## src/rtl/sipo_pkg.sv

```systemverilog
// Shared types and sizing helpers for the serial-to-parallel deframer.
// The default word width matches the upstream PISO shifter.
package sipo_pkg;

    localparam int PISO_WIDTH = 4;

    typedef enum logic {
        S_IDLE,
        S_SHIFT
    } state_t;

    // Bit count runs 0..WIDTH, so it needs room for WIDTH itself.
    function automatic int cnt_w(input int width);
        return $clog2(width + 1);
    endfunction

endpackage

```

## src/rtl/sipo_out_reg.sv

```systemverilog
// One-entry output holding register; loads on the completing edge (0 cycles added).
// A word arriving while full and not being drained is dropped and flags sticky overrun.
module sipo_out_reg #(
    parameter int WIDTH = 4
) (
    input  logic             clk,
    input  logic             reset,
    input  logic             word_vld,
    input  logic [WIDTH-1:0] word_dat,
    input  logic             q_ready,
    input  logic             overrun_clr,
    output logic [WIDTH-1:0] q,
    output logic             q_valid,
    output logic             overrun
);

    logic [WIDTH-1:0] q_d, q_q;
    logic             q_valid_d, q_valid_q;
    logic             overrun_d, overrun_q;
    logic             accept;

    always_comb begin
        accept    = !q_valid_q || q_ready;
        q_d       = q_q;
        q_valid_d = q_valid_q;
        overrun_d = overrun_q;

        if (word_vld && accept) begin
            q_d       = word_dat;
            q_valid_d = 1'b1;
        end else if (q_valid_q && q_ready) begin
            q_valid_d = 1'b0;
        end

        // A drop on the same edge as a clear must leave the flag set.
        if (word_vld && !accept) begin
            overrun_d = 1'b1;
        end else if (overrun_clr) begin
            overrun_d = 1'b0;
        end
    end

    always_ff @(posedge clk or posedge reset) begin
        if (reset) begin
            q_q       <= '0;
            q_valid_q <= 1'b0;
            overrun_q <= 1'b0;
        end else begin
            q_q       <= q_d;
            q_valid_q <= q_valid_d;
            overrun_q <= overrun_d;
        end
    end

    assign q       = q_q;
    assign q_valid = q_valid_q;
    assign overrun = overrun_q;

endmodule

```

## src/rtl/sipo_deframer.sv

```systemverilog
// Reassembles MSB-first serial bits into WIDTH-bit words, aligned by sync.
// Word is visible after the edge sampling its last bit; full holding register drops words.
module sipo_deframer
    import sipo_pkg::*;
#(
    parameter int WIDTH      = PISO_WIDTH,
    parameter bit CONTINUOUS = 1'b0
) (
    input  logic             clk,
    input  logic             reset,
    input  logic             din,
    input  logic             din_en,
    input  logic             sync,
    output logic [WIDTH-1:0] q,
    output logic             q_valid,
    input  logic             q_ready,
    output logic             overrun,
    input  logic             overrun_clr,
    output logic             frame_err,
    output logic             busy
);

    localparam int CNT_W = cnt_w(WIDTH);

    state_t           state_d, state_q;
    logic [WIDTH-1:0] shreg_d, shreg_q;
    logic [CNT_W-1:0] cnt_d, cnt_q;
    logic             frame_err_d, frame_err_q;
    logic             word_vld;
    logic [WIDTH-1:0] word_dat;
    logic [WIDTH-1:0] shifted;

    always_comb begin
        state_d     = state_q;
        shreg_d     = shreg_q;
        cnt_d       = cnt_q;
        frame_err_d = 1'b0;
        word_vld    = 1'b0;
        shifted     = {shreg_q[WIDTH-2:0], din};
        word_dat    = shifted;

        if (din_en) begin
            unique case (state_q)
                S_IDLE: begin
                    if (sync) begin
                        shreg_d = {{(WIDTH-1){1'b0}}, din};
                        cnt_d   = CNT_W'(1);
                        state_d = S_SHIFT;
                    end
                end
                S_SHIFT: begin
                    if (sync) begin
                        // Count 0 here is a word boundary in continuous mode: legal realign.
                        frame_err_d = (cnt_q != '0);
                        shreg_d     = {{(WIDTH-1){1'b0}}, din};
                        cnt_d       = CNT_W'(1);
                    end else if (cnt_q == CNT_W'(WIDTH - 1)) begin
                        word_vld = 1'b1;
                        shreg_d  = '0;
                        cnt_d    = '0;
                        state_d  = CONTINUOUS ? S_SHIFT : S_IDLE;
                    end else begin
                        shreg_d = shifted;
                        cnt_d   = cnt_q + CNT_W'(1);
                    end
                end
                default: state_d = S_IDLE;
            endcase
        end
    end

    always_ff @(posedge clk or posedge reset) begin
        if (reset) begin
            state_q     <= S_IDLE;
            shreg_q     <= '0;
            cnt_q       <= '0;
            frame_err_q <= 1'b0;
        end else begin
            state_q     <= state_d;
            shreg_q     <= shreg_d;
            cnt_q       <= cnt_d;
            frame_err_q <= frame_err_d;
        end
    end

    sipo_out_reg #(
        .WIDTH (WIDTH)
    ) u_out_reg (
        .clk         (clk),
        .reset       (reset),
        .word_vld    (word_vld),
        .word_dat    (word_dat),
        .q_ready     (q_ready),
        .overrun_clr (overrun_clr),
        .q           (q),
        .q_valid     (q_valid),
        .overrun     (overrun)
    );

    assign frame_err = frame_err_q;
    assign busy      = (state_q == S_SHIFT);

endmodule
```

## config.mk

```make
export PLATFORM = sky130hd
export DESIGN_NAME = sipo_deframer
export DESIGN_NICKNAME = d
export VERILOG_FILES = /design/src/rtl/sipo_pkg.sv /design/src/rtl/sipo_out_reg.sv /design/src/rtl/sipo_deframer.sv
export SDC_FILE = /design/constraint.sdc
export NUM_CORES = 1
export LEC_CHECK = 0
export CORE_MARGIN = 2
export CORE_UTILIZATION = 39
export DETAILED_ROUTE_END_ITERATION = 7
export PLACE_DENSITY = 0.76
export REMOVE_ABC_BUFFERS = 1
export SYNTH_ARGS = -nofsm -noshare
export SYNTH_HDL_FRONTEND = slang
export SYNTH_HIERARCHICAL = 1
export SYNTH_SLANG_ARGS = --single-unit
export TNS_END_PERCENT = 20
```

## constraint.sdc

```tcl
create_clock -name clk -period 4.3 [get_ports clk]
set_clock_uncertainty 0.1 [all_clocks]
set_input_delay 0.86 -clock clk [delete_from_list [all_inputs] [get_ports clk]]
set_output_delay 0.86 -clock clk [all_outputs]
set_load 0.005 [all_outputs]
```

==> results of run 1 <==
## sequential cells by signal (all words and copies together) (netlist names)
name               flops
shreg_q                3
cnt_q                  3
busy                   1
u_out_reg/q            4
frame_err              1
u_out_reg/q_valid      1
u_out_reg/overrun      1
## logic make-up (layout without fill, tap and decap cells)
group,count (synthesis),count (layout)
simple gates,17,17
compound gates,14,14
mux,4,4
buf+inv,9,25
flops,14,14
fa+ha+maj,2,2
## where the power goes
group          switching (mW)  total [mW]  leakage, nW  internal, mW
combinational          0.0570       0.143        0.199        0.0861
clock                  0.0384      0.0708       0.0138        0.0325
sequential             0.0324       0.199        0.182         0.167
total                   0.128       0.413        0.395         0.285
## final cells by class
cell class,instances,area (sq um),area share
Clock buffer,3,22.5,0.0271
Tap cell,16,20.0,0.0241
Timing Repair Buffer,14,140,0.169
Multi-Input combinational cell,37,268,0.322
Sequential cell,14,350,0.422
Inverter,8,30.0,0.0361
## routing by layer
metal | vias up | track usage
li1 | 233 | -
met4 | 0 | 0.0706
met5 | - | 0
met1 | 210 | 0.177
met3 | 2 | 0.0360
met2 | 15 | 0.191
## metrics by stage
step | hold slack (ps) | area (sq um)
after floorplan | 366 | 648
after global placement | 383 | 808
after detailed placement | 393 | 808
after CTS | 410 | 831
after global routing | 443 | 831
final | 409 | 831
## cells in the final DEF, fill, tap and decap left out
cell type        instances
a31oi_1                  1
a21oi_1                  2
o22ai_1                  1
nor2_2                   1
nand2b_1                 1
o21ai_1                  5
a32o_1                   2
nand2_1                  8
nand2_4                  1
o21a_1                   1
o31ai_2                  1
dfrtp_1                 14
nand2_2                  1
ha_1                     2
clkdlybuf4s50_1         14
nor3_1                   1
nor2_1                   3
nand2b_4                 1
inv_2                    1
clkbuf_4                 3
o21ai_0                  1
inv_1                    7
mux2_4                   4
## worst min path at each step
| stage | startpoint | to | slack, ps | depth (start not counted) |
|---|---|---|---|---|
| 5_1_grt | shreg_q[1]$_DFFE_PP0P_ | shreg_q[1]$_DFFE_PP0P_ | 440 | 1 |
| 6_report | cnt_q[2]$_DFFE_PP0P_ | cnt_q[2]$_DFFE_PP0P_ | 410 | 1 |
| 4_1_cts | cnt_q[2]$_DFFE_PP0P_ | cnt_q[2]$_DFFE_PP0P_ | 410 | 1 |
| 2_1_floorplan | cnt_q[2]$_DFFE_PP0P_ | cnt_q[2]$_DFFE_PP0P_ | 370 | 1 |
| 3_5_place_dp | cnt_q[2]$_DFFE_PP0P_ | cnt_q[2]$_DFFE_PP0P_ | 390 | 1 |
| 3_3_place_gp | shreg_q[2]$_DFFE_PP0P_ | shreg_q[2]$_DFFE_PP0P_ | 380 | 2 |
==> reports/results.ini, run 1 <==
[setup_path]
worstSetupPathType = primary input to register
startpoint_type = primary input
critPathRequiredTime_ps = 4360
cp-endpoint = u_out_reg/q[2]$_DFFE_PP0P_
path_buf_inv = 1
crit_fanout = 6
crit_start = din_en
cpLargestDelayFamily = simple AND/OR/NAND/NOR gates
cp_cell_sequence = clkdlybuf4s50_1 -> nand2_2 -> nor3_1 -> nand2_4 -> mux2_4
slowest_stage = clkdlybuf4s50_1
timing.rr.end = u_out_reg/q[2]$_DFFE_PP0P_
worst-path-stages = 5
r2r_slack_ps = 2500
rr_startpoint = cnt_q[0]$_DFFE_PP0P_
cp-end-kind = register
cp_data_arrival_time_ps = 2380
rr_worst_depth = 5
max_stage_delay_ps = 590

[route]
top_layer = met4
vias_per_cell = 5.00
drt_iter0_markers = 10
wl_per_cell_um = 12.4
wl_met1_um = 533
drc = 0
antenna_left = 0
drt_wl_total_mm = 1.14
dr_wl_met2_um = 516
wl_met3_um = 62
num_vias = 460
first_pass_iters = 4

[timing]
layout_min_cycle_time_ps = 2320
setup_ws_ps = 1980
slew_viol_final = 0
timing.fmax_ghz = 0.431
rsz0062_at_grt = false
finalCritPeriodShare = 0.540
hold_viol_final = 0
setup_viol = 0
fin_setup_tns_ps = 0
maxSlewHeadroom = 0.722
worst_pin_slew_ps = 414

[place]
io_buffers = 14
post-place-ws_ps = 1700
dpl.hpwl_um = 900
gp_congestion = 0.781
dp.cells = 89

[final_layout]
fillers = 141
antenna_cells = 0
nNetsFinal = 87
finalNonFillerCells = 92
drive_gt1_frac = 0.171
area_delta_synth_final_pct = 27.2
utilization = 0.539

[floorplan]
die_area_sq_mm = 0.00202
pin_count = 15
fp.coreArea_sq_mm = 0.00154
placementRows = 14
die_w_um = 44.9
start_util = 0.424
die_h_um = 44.9

[power]
p_leak_nw = 0.395
cellPowerDensity_mw_per_mm2 = 497
p_total_mw = 0.413
irDropWorstVdd_mv = 0.308

[grt]
grt_use_total = 0.131
grt.overflow.total = 0
antenna_found_initial = 0
grt_max_degree = 12
grt_pass1_wl_mm = 1.88
grt_pass1_vias = 441

[clocking]
cts_max_path_buffers = 2
h-tree-depth = 1
clock_latency_ps = 270
cts.clk_slew.worst_paths_ps = 80
cts-buffers-inserted = 3
cts_resized = 0
post_cts_buffers = 0
cts_root_buf = clkbuf_4
numClockSinks = 14
cts_tree = yes
cts-hold-fix-buffers = 0

[synth]
synth_ff_type = dfrtp_1
synth_compound_area_frac = 0.142
avgSynthCellArea_sq_um = 10.9
synth_seq_cells = 14
ys_top_cells_by_count = dfrtp_1 (14), nand2_1 (8), inv_1 (7)
synth_area_leader_cell = dfrtp_1
syn_inst = 60
synth_fa_ha_area_frac = 0.0383
synth_area_sq_um = 653
synthXorXnorAreaFrac = 0
synth_top_family_by_area = compound AO/OA/AOI/OAI gates
ys_warn_count = 6
synthDistinctLibCells = 22
synth_top_cell_area_share = 0.536
synth-async-reset-ratio = 1.00
ys_seq_area_frac = 0.536
yosysMostFrequentCell = dfrtp_1
yosys.area_share.simple = 0.138
yosys-top-cells-area = dfrtp_1 (54%), mux2_4 (9.2%), nand2_1 (4.6%)
synth_edf_count = 0
synthMuxAreaShare = 0.0920

[outcome]
outcome = complete, no violations

[flow_run]
maxCapViolCount = 0

[worst_hold_path]
hold_class = register to register

Power figures use the tool's default switching activity.
==> run 2, diff against run 1 <==
PLACE_DENSITY = 0.78   (was 0.76)
clock period = 2.1 ns   (was 4.3 ns; I/O delays follow)
==> run 2 against run 1 <==
  * Non-clock buffer count increased by 3
  * Via count is 3.0% higher
  * Hold slack got worse by 120 ps
  * Global-route usage up 1.1 points
  * Critical path type is now register to output port
  * Critical endpoint is now busy
  * Largest cell class unchanged
==> reports/results.ini, run 2 (synthesis gave the netlist of run 1 again) <==
[outcome]
outcome = complete, no violations

[grt]
antenna_found_initial = 0
grt_max_degree = 11
grt_pass1_wl_mm = 2.00
grt_pass1_vias = 465
grt_use_total = 0.142
grt.overflow.total = 0

[clocking]
cts-hold-fix-buffers = 0
cts-buffers-inserted = 3
numClockSinks = 14
cts.clk_slew.worst_paths_ps = 70
cts_tree = yes
cts_root_buf = clkbuf_4
cts_resized = 0
h-tree-depth = 1
cts_max_path_buffers = 2
clock_latency_ps = 270
post_cts_buffers = 0

[power]
irDropWorstVdd_mv = 0.567
p_total_mw = 0.844
cellPowerDensity_mw_per_mm2 = 990
p_leak_nw = 0.409

[setup_path]
cpLargestDelayFamily = buffers and inverters
crit_fanout = 9
path_buf_inv = 1
slowest_stage = clkdlybuf4s50_1
cp-end-kind = output port
critPathRequiredTime_ps = 1580
cp_data_arrival_time_ps = 1340
max_stage_delay_ps = 560
worstSetupPathType = register to output port
cp_cell_sequence = clkdlybuf4s50_1
startpoint_type = register

[worst_hold_path]
hold_class = primary input to async pin

[timing]
setup_ws_ps = 239
setup_viol = 0
finalCritPeriodShare = 0.886
rsz0062_at_grt = false
fin_setup_tns_ps = 0
worst_pin_slew_ps = 406
slew_viol_final = 0
layout_min_cycle_time_ps = 1860
maxSlewHeadroom = 0.727
timing.fmax_ghz = 0.537
hold_viol_final = 0
timing.hold.ws_ps = 290

[flow_run]
maxCapViolCount = 0

[final_layout]
fillers = 138
post-route-cell-area_sq_um = 853
area_delta_synth_final_pct = 30.7
nNetsFinal = 90
layout_common_cells = dfrtp_1 (14), clkdlybuf4s50_1 (14), nand2_1 (8)
finalNonFillerCells = 95
antenna_cells = 0
drive_gt1_frac = 0.203
utilization = 0.554
largest_reg_flops = 4

[route]
drt_iter0_markers = 10
first_pass_iters = 6
antenna_left = 0
vias_per_cell = 4.99
drt_wl_total_mm = 1.15
drc = 0
num_vias = 474
wl_per_cell_um = 12.1

[place]
dpl.hpwl_um = 933
io_buffers = 14
place_area_sq_um = 831
post-place-ws_ps = 114
dp.cells = 92
gp_congestion = 0.751

[floorplan]
die_w_um = 44.9
die_area_sq_mm = 0.00202
placementRows = 14
pin_count = 15
start_util = 0.424
fp.coreArea_sq_mm = 0.00154
die_h_um = 44.9

-- run 2: cell count changes in the layout (fill, tap and decap cells not counted), sizes merged --
cell / delta
buf: +3
-- run 2: area by class of cell --
cell class,instances,area [sq um],area share
Timing Repair Buffer,17,163,0.191
Clock buffer,3,22.5,0.0264
Inverter,8,30.0,0.0352
Sequential cell,14,350,0.411
Multi-Input combinational cell,37,268,0.314
Tap cell,16,20.0,0.0235
-- run 2: report_power, final --
| group | switching, mW | internal (mW) | total (mW) |
|---|---|---|---|
| sequential | 0.0622 | 0.342 | 0.404 |
| combinational | 0.118 | 0.184 | 0.301 |
| clock | 0.0730 | 0.0662 | 0.139 |
-- run 2: worst reg2reg max path: cells and delay by family (launching register included) --
| kind | cells | cell delay (ps) |
|---|---|---|
| AND/OR/NAND/NOR | 3 | 710 |
| multiplexers | 1 | 320 |
| adder cells (fa/ha/maj) | 1 | 170 |
| flip-flops | 1 | 380 |
-- run 2: path summary, 6_finish.rpt --
kind	endpoint	slack, ps	start	cells past startpoint
min in group clk	shreg_q[2]$_DFFE_PP0P_	400	shreg_q[2]$_DFFE_PP0P_	2
max reg2reg	u_out_reg/q[3]$_DFFE_PP0P_	310	cnt_q[0]$_DFFE_PP0P_	5
min	u_out_reg/q_valid$_DFFE_PP0P_	290	reset	2
max	busy	240	busy$_DFFE_PP0P_	1
max in group asynchronous	shreg_q[2]$_DFFE_PP0P_	1340	reset	2
min reg2reg	shreg_q[2]$_DFFE_PP0P_	400	shreg_q[2]$_DFFE_PP0P_	2
-- run 2: metal layers --
layer / part of all wire / GRT usage / vias up
met5: 0 / 0 / -
met4: 0 / 0.0176 / 0
met3: 0.085 / 0.0800 / 0
met2: 0.48 / 0.234 / 18
met1: 0.44 / 0.165 / 217
li1: - / - / 239
==> run 3, diff against run 2 <==
CORE_UTILIZATION = 42   (was 39)
PLACE_DENSITY = 0.83   (was 0.78)
SKIP_CTS_REPAIR_TIMING = 1   (was default)
==> run 3 against run 2 <==
  * Non-clock buffer count stayed put
  * Utilization is 2.9 points higher
  * Sequential share of layout area is 0.65 points lower
  * Die area fell by 6.5%
  * Fmax shrank 2.3%
  * Combinational power hardly changed
  * Routed wire length increased by 5.6%
  * Global-route usage up 1.1 points
  * Register-to-register slack lost 90 ps
  * Critical path type unchanged
  * Highest routed layer is now met4
==> reports/results.ini, run 3 (synthesis gave the netlist of run 1 again) <==
[setup_path]
slowest_stage = clkdlybuf4s50_1
cp_cell_sequence = clkdlybuf4s50_1
r2r_slack_ps = 220
startpoint_type = register
crit_fanout = 9
worstSetupPathType = register to output port
critPathRequiredTime_ps = 1580
path_buf_inv = 1
cp-end-kind = output port
cpLargestDelayFamily = buffers and inverters
worst-path-stages = 1
timing.rr.end = u_out_reg/q[2]$_DFFE_PP0P_
cp_data_arrival_time_ps = 1390
rr_worst_depth = 5
rr_startpoint = cnt_q[0]$_DFFE_PP0P_
max_stage_delay_ps = 570

[place]
dp.cells = 92
post-place-ws_ps = 88.0
gp_congestion = 0.748
io_buffers = 14
dpl.hpwl_um = 932
place_area_sq_um = 831

[floorplan]
die_w_um = 43.4
fp.coreArea_sq_mm = 0.00149
die_h_um = 43.4
pin_count = 15
start_util = 0.439
placementRows = 14
die_area_sq_mm = 0.00189

[timing]
fin_setup_tns_ps = 0
finalCritPeriodShare = 0.907
layout_min_cycle_time_ps = 1910
setup_ws_ps = 195
setup_viol = 0
rsz0062_at_grt = false
timing.fmax_ghz = 0.525
worst_pin_slew_ps = 460
hold_viol_final = 0
timing.hold.ws_ps = 274
maxSlewHeadroom = 0.691
slew_viol_final = 0

[clocking]
cts_tree = yes
cts-buffers-inserted = 3
cts_root_buf = clkbuf_4
numClockSinks = 14
cts.clk_slew.worst_paths_ps = 80
h-tree-depth = 1
cts_max_path_buffers = 2
clock_latency_ps = 280

[final_layout]
area_delta_synth_final_pct = 32.8
layout_common_cells = dfrtp_1 (14), clkdlybuf4s50_1 (14), nand2_1 (8)
nNetsFinal = 90
antenna_cells = 0
largest_reg_flops = 4
finalNonFillerCells = 96
drive_gt1_frac = 0.213
fillers = 122
post-route-cell-area_sq_um = 867

[grt]
grt.overflow.total = 0
top_usage_layer = met2
grt_pass1_vias = 485
grt_pass1_wl_mm = 2.09
gr-usage-met1 = 0.180
grt_use_total = 0.152
antenna_found_initial = 0
grt_util_met2 = 0.260
grt_max_degree = 11
grt_util_met3 = 0.0417

[worst_hold_path]
hold_class = primary input to async pin

[route]
antenna_left = 0
drt_wl_total_mm = 1.21
drt_iter0_markers = 5
first_pass_iters = 4
num_vias = 490
drc = 0
wl_per_cell_um = 12.6
vias_per_cell = 5.10

[power]
irDropWorstVdd_mv = 0.567
p_leak_nw = 0.416
cellPowerDensity_mw_per_mm2 = 1040

[flow_run]
maxCapViolCount = 0

[outcome]
outcome = complete, no violations

-- run 3: routing by layer --
layer  part of all wire  up-vias
met5                  0        -
li1                   -      240
met1               0.46      236
met4              0.014        0
met3              0.035        2
met2               0.49       12
-- run 3: cell type report --
type                            instances  area (sq um)  area share
Sequential cell                        14           350       0.404
Multi-Input combinational cell         37           268       0.309
Timing Repair Buffer                   17           163       0.188
Clock buffer                            4          36.3      0.0418
Inverter                                8          30.0      0.0346
Tap cell                               16          20.0      0.0231
-- run 3: worst reg2reg max path: cells and delay by family (launching register included) --
kind / cells / cell delay [ps]
adder cells (fa/ha/maj): 1 / 190
AND/OR/NAND/NOR: 3 / 760
multiplexers: 1 / 330
flip-flops: 1 / 400
-- run 3: where the power goes --
group,internal [mW],switching (mW)
combinational,0.184,0.120
sequential,0.341,0.0674
clock,0.105,0.0848
-- run 3: stage by stage --
step	utilization	power [mW]
detailed placement	0.558	0.717
CTS	0.582	0.907
global placement	0.558	0.702
floorplan	-	0.565
global route	0.582	0.967
finish	0.582	0.903
-- run 3: how the worst max path moves through the flow --
stage                     slack (ps)                  from                    endpoint
after floorplan                  470  cnt_q[0]$_DFFE_PP0P_  u_out_reg/q[0]$_DFFE_PP0P_
after global placement           120                din_en  u_out_reg/q[3]$_DFFE_PP0P_
after detailed placement          90                din_en  u_out_reg/q[2]$_DFFE_PP0P_
after CTS                        210      busy$_DFFE_PP0P_                        busy
after global routing             140      busy$_DFFE_PP0P_                        busy
final                            190      busy$_DFFE_PP0P_                        busy
==> RTL change (flow settings as in run 1) <==
The package constant `PISO_WIDTH` goes from 4 to 5.
--- a/src/rtl/sipo_pkg.sv
+++ b/src/rtl/sipo_pkg.sv
@@ -2,7 +2,7 @@
 // The default word width matches the upstream PISO shifter.
 package sipo_pkg;
 
-    localparam int PISO_WIDTH = 4;
+    localparam int PISO_WIDTH = 5;
 
     typedef enum logic {
         S_IDLE,
Ports: changed (resized q); port bits go from 15 to 16. The function was not compared with the original's and may differ.
==> RTL change against run 1 <==
Sequential cell count is 2 higher; routed wire length rose by 2.5%; clock power rose by 36%; core utilization up 0.45 points; cell area grew 13%; sequential power shrank 5%; area after synthesis increased by 10%; via count rose by 11%; total power is 10% lower; synthesized cell count rose by 5.0%; largest cell class unchanged; count of clock-buffer cells in the layout grew 1; setup slack better by 0.071 ns.
==> RTL change: results (changes against run 1) <==
| Metric | Value |
|---|---|
| Status | completed |
| M1 GR Usage | 17.72% (+0.026 points) |
| Family with the most delay on the worst path | buffers and inverters |
| R2r endpoint | u_out_reg/q[0] |
| WHS | 0.4193 ns (+0.01014 ns) |
| Root Driver | clkbuf_4 |
| Worst-Margin Slew | 0.3400 ns (-0.07393 ns) |
| Vias in the first global route | 489 (+11%) |
| Layout cells sized above 1 | 19.51% (+2.4 points) |
| Asr flop ratio synth | 100.0% (unchanged) |
| Min-Delay Endpoint | shreg_q[3] |
| Met3 Resource Use GR | 3.462% (-0.14 points) |
| Clock latency on the worst-skew pair | 0.28 ns |
| Gpl congestion | 0.7568 (-3.1%) |
| Int Pwr | 275.8 µW (-3.4%) |
| Worst r2r path cells | 6 (+1) |
| Drt initial violations | 3 (-7) |
| Critical Path Fanout Max | 7 (+1) |
| Top cells by count, synth | 16 x dfrtp_1, 10 x nand2_1, 8 x inv_1 |
| CP max stage delay | 0.55 ns (-0.04 ns) |
| Reg2Reg Setup Slack | 2.52 ns (+0.02 ns) |
| Net count, final | 92 (+5.7%) |
| Leak | 0.4588 nW (+16%) |
| Gr usage total | 13.37% (+0.23 points) |
| Netlist cell types | 19 (-14%) |
| First-pass GRT wire length | 2.042 mm (+8.8%) |
| DR WL/cell | 10.93 µm (-12%) |
| Hold path startpoint | shreg_q[3] |
| Top_reg_cell synth | dfrtp_1 |
| Largest net degree at the start of global routing | 10 (-2) |
| Worst-path clk slew | 0.10 ns (+0.02 ns) |
| Met2 Use GR | 21.10% (+2.0 points) |
| Arrival time at the worst endpoint | 1.29 ns (-1.09 ns) |
| Post-DP HPWL | 948 µm (+5.4%) |
| Max FFs per register | 5 (+1) |
| Synth area leaders | dfrtp_1 56%, mux2_4 10%, nand2_1 5.2% |
| Inserted Diodes | 0 (unchanged) |
| Sequential area share after synthesis | 55.56% (+1.9 points) |
| Vias per inst | 4.766 (-4.7%) |
| IO buf count | 15 (+1) |
| VDD IR max | 0.1824 mV (-41%) |
RTL change: changes by cell type after synthesis, moves of 2 or more:
cell	change
nand3_1	+2
o21ai_1	-4
a22o_2	+3
a32o_1	-2
dfrtp_1	+2
o21ai_0	+3
nand2_1	+2
RTL change: final cells by class:
cell class,instances,area (µm²)
Timing Repair Buffer,15,150.1
Sequential cell,16,400.4
Inverter,8,30.03
Clock buffer,4,36.28
Tap cell,25,31.28
Fill cell,161,788.3
Multi-Input combinational cell,39,290.3
RTL change: worst max-delay path by stage:
stage | start | end | slack [ns] | cells after the start
global placement | din_en | u_out_reg/q[4] | 1.83 | 5
finish | busy | busy | 2.05 | 1
floorplan | sync | u_out_reg/q[0] | 2.39 | 4
global route | busy | busy | 1.97 | 1
detailed placement | din_en | u_out_reg/q[2] | 1.81 | 5
CTS | busy | busy | 2.04 | 1
RTL change: logic make-up (layout without fill, tap and decap cells):
| group | Yosys count | after routing | synth area share (%) |
|---|---|---|---|
| compound gates | 12 | 12 | 11.46 |
| buf+inv | 8 | 27 | 4.167 |
| mux | 5 | 5 | 10.42 |
| simple gates | 20 | 20 | 14.93 |
| fa+ha+maj | 2 | 2 | 3.472 |
| flops | 16 | 16 | 55.56 |
RTL change: routing by layer:
| layer | routed length (µm) | share of wire, % | up-vias |
|---|---|---|---|
| met1 | 540 | 46 | 244 |
| met2 | 572 | 49 | 17 |
| met5 | 0 | 0 | - |
| li1 | - | - | 249 |
| met4 | 0 | 0 | 0 |
| met3 | 56 | 4.8 | 0 |
RTL change: per-stage QoR:
step	setup slack (ns)	util (%)	instance area (µm²)	cells
2_1_floorplan	2.395	-	720.7	63
3_3_place_gp	1.833	52.25	902.1	103
3_5_place_dp	1.809	52.25	902.1	103
4_1_cts	2.039	54.35	938.4	107
5_1_grt	1.966	54.35	938.4	107
6_report	2.049	54.35	938.4	107
RTL change: power groups by stage:
stage	Sequential [mW]	Combinational, mW	Clock [mW]
after CTS	0.190	0.0880	0.0983
after floorplan	0.190	0.0479	0
final	0.189	0.0866	0.0961
after detailed placement	0.193	0.0873	0
after global placement	0.192	0.0856	0
after global routing	0.193	0.0974	0.106
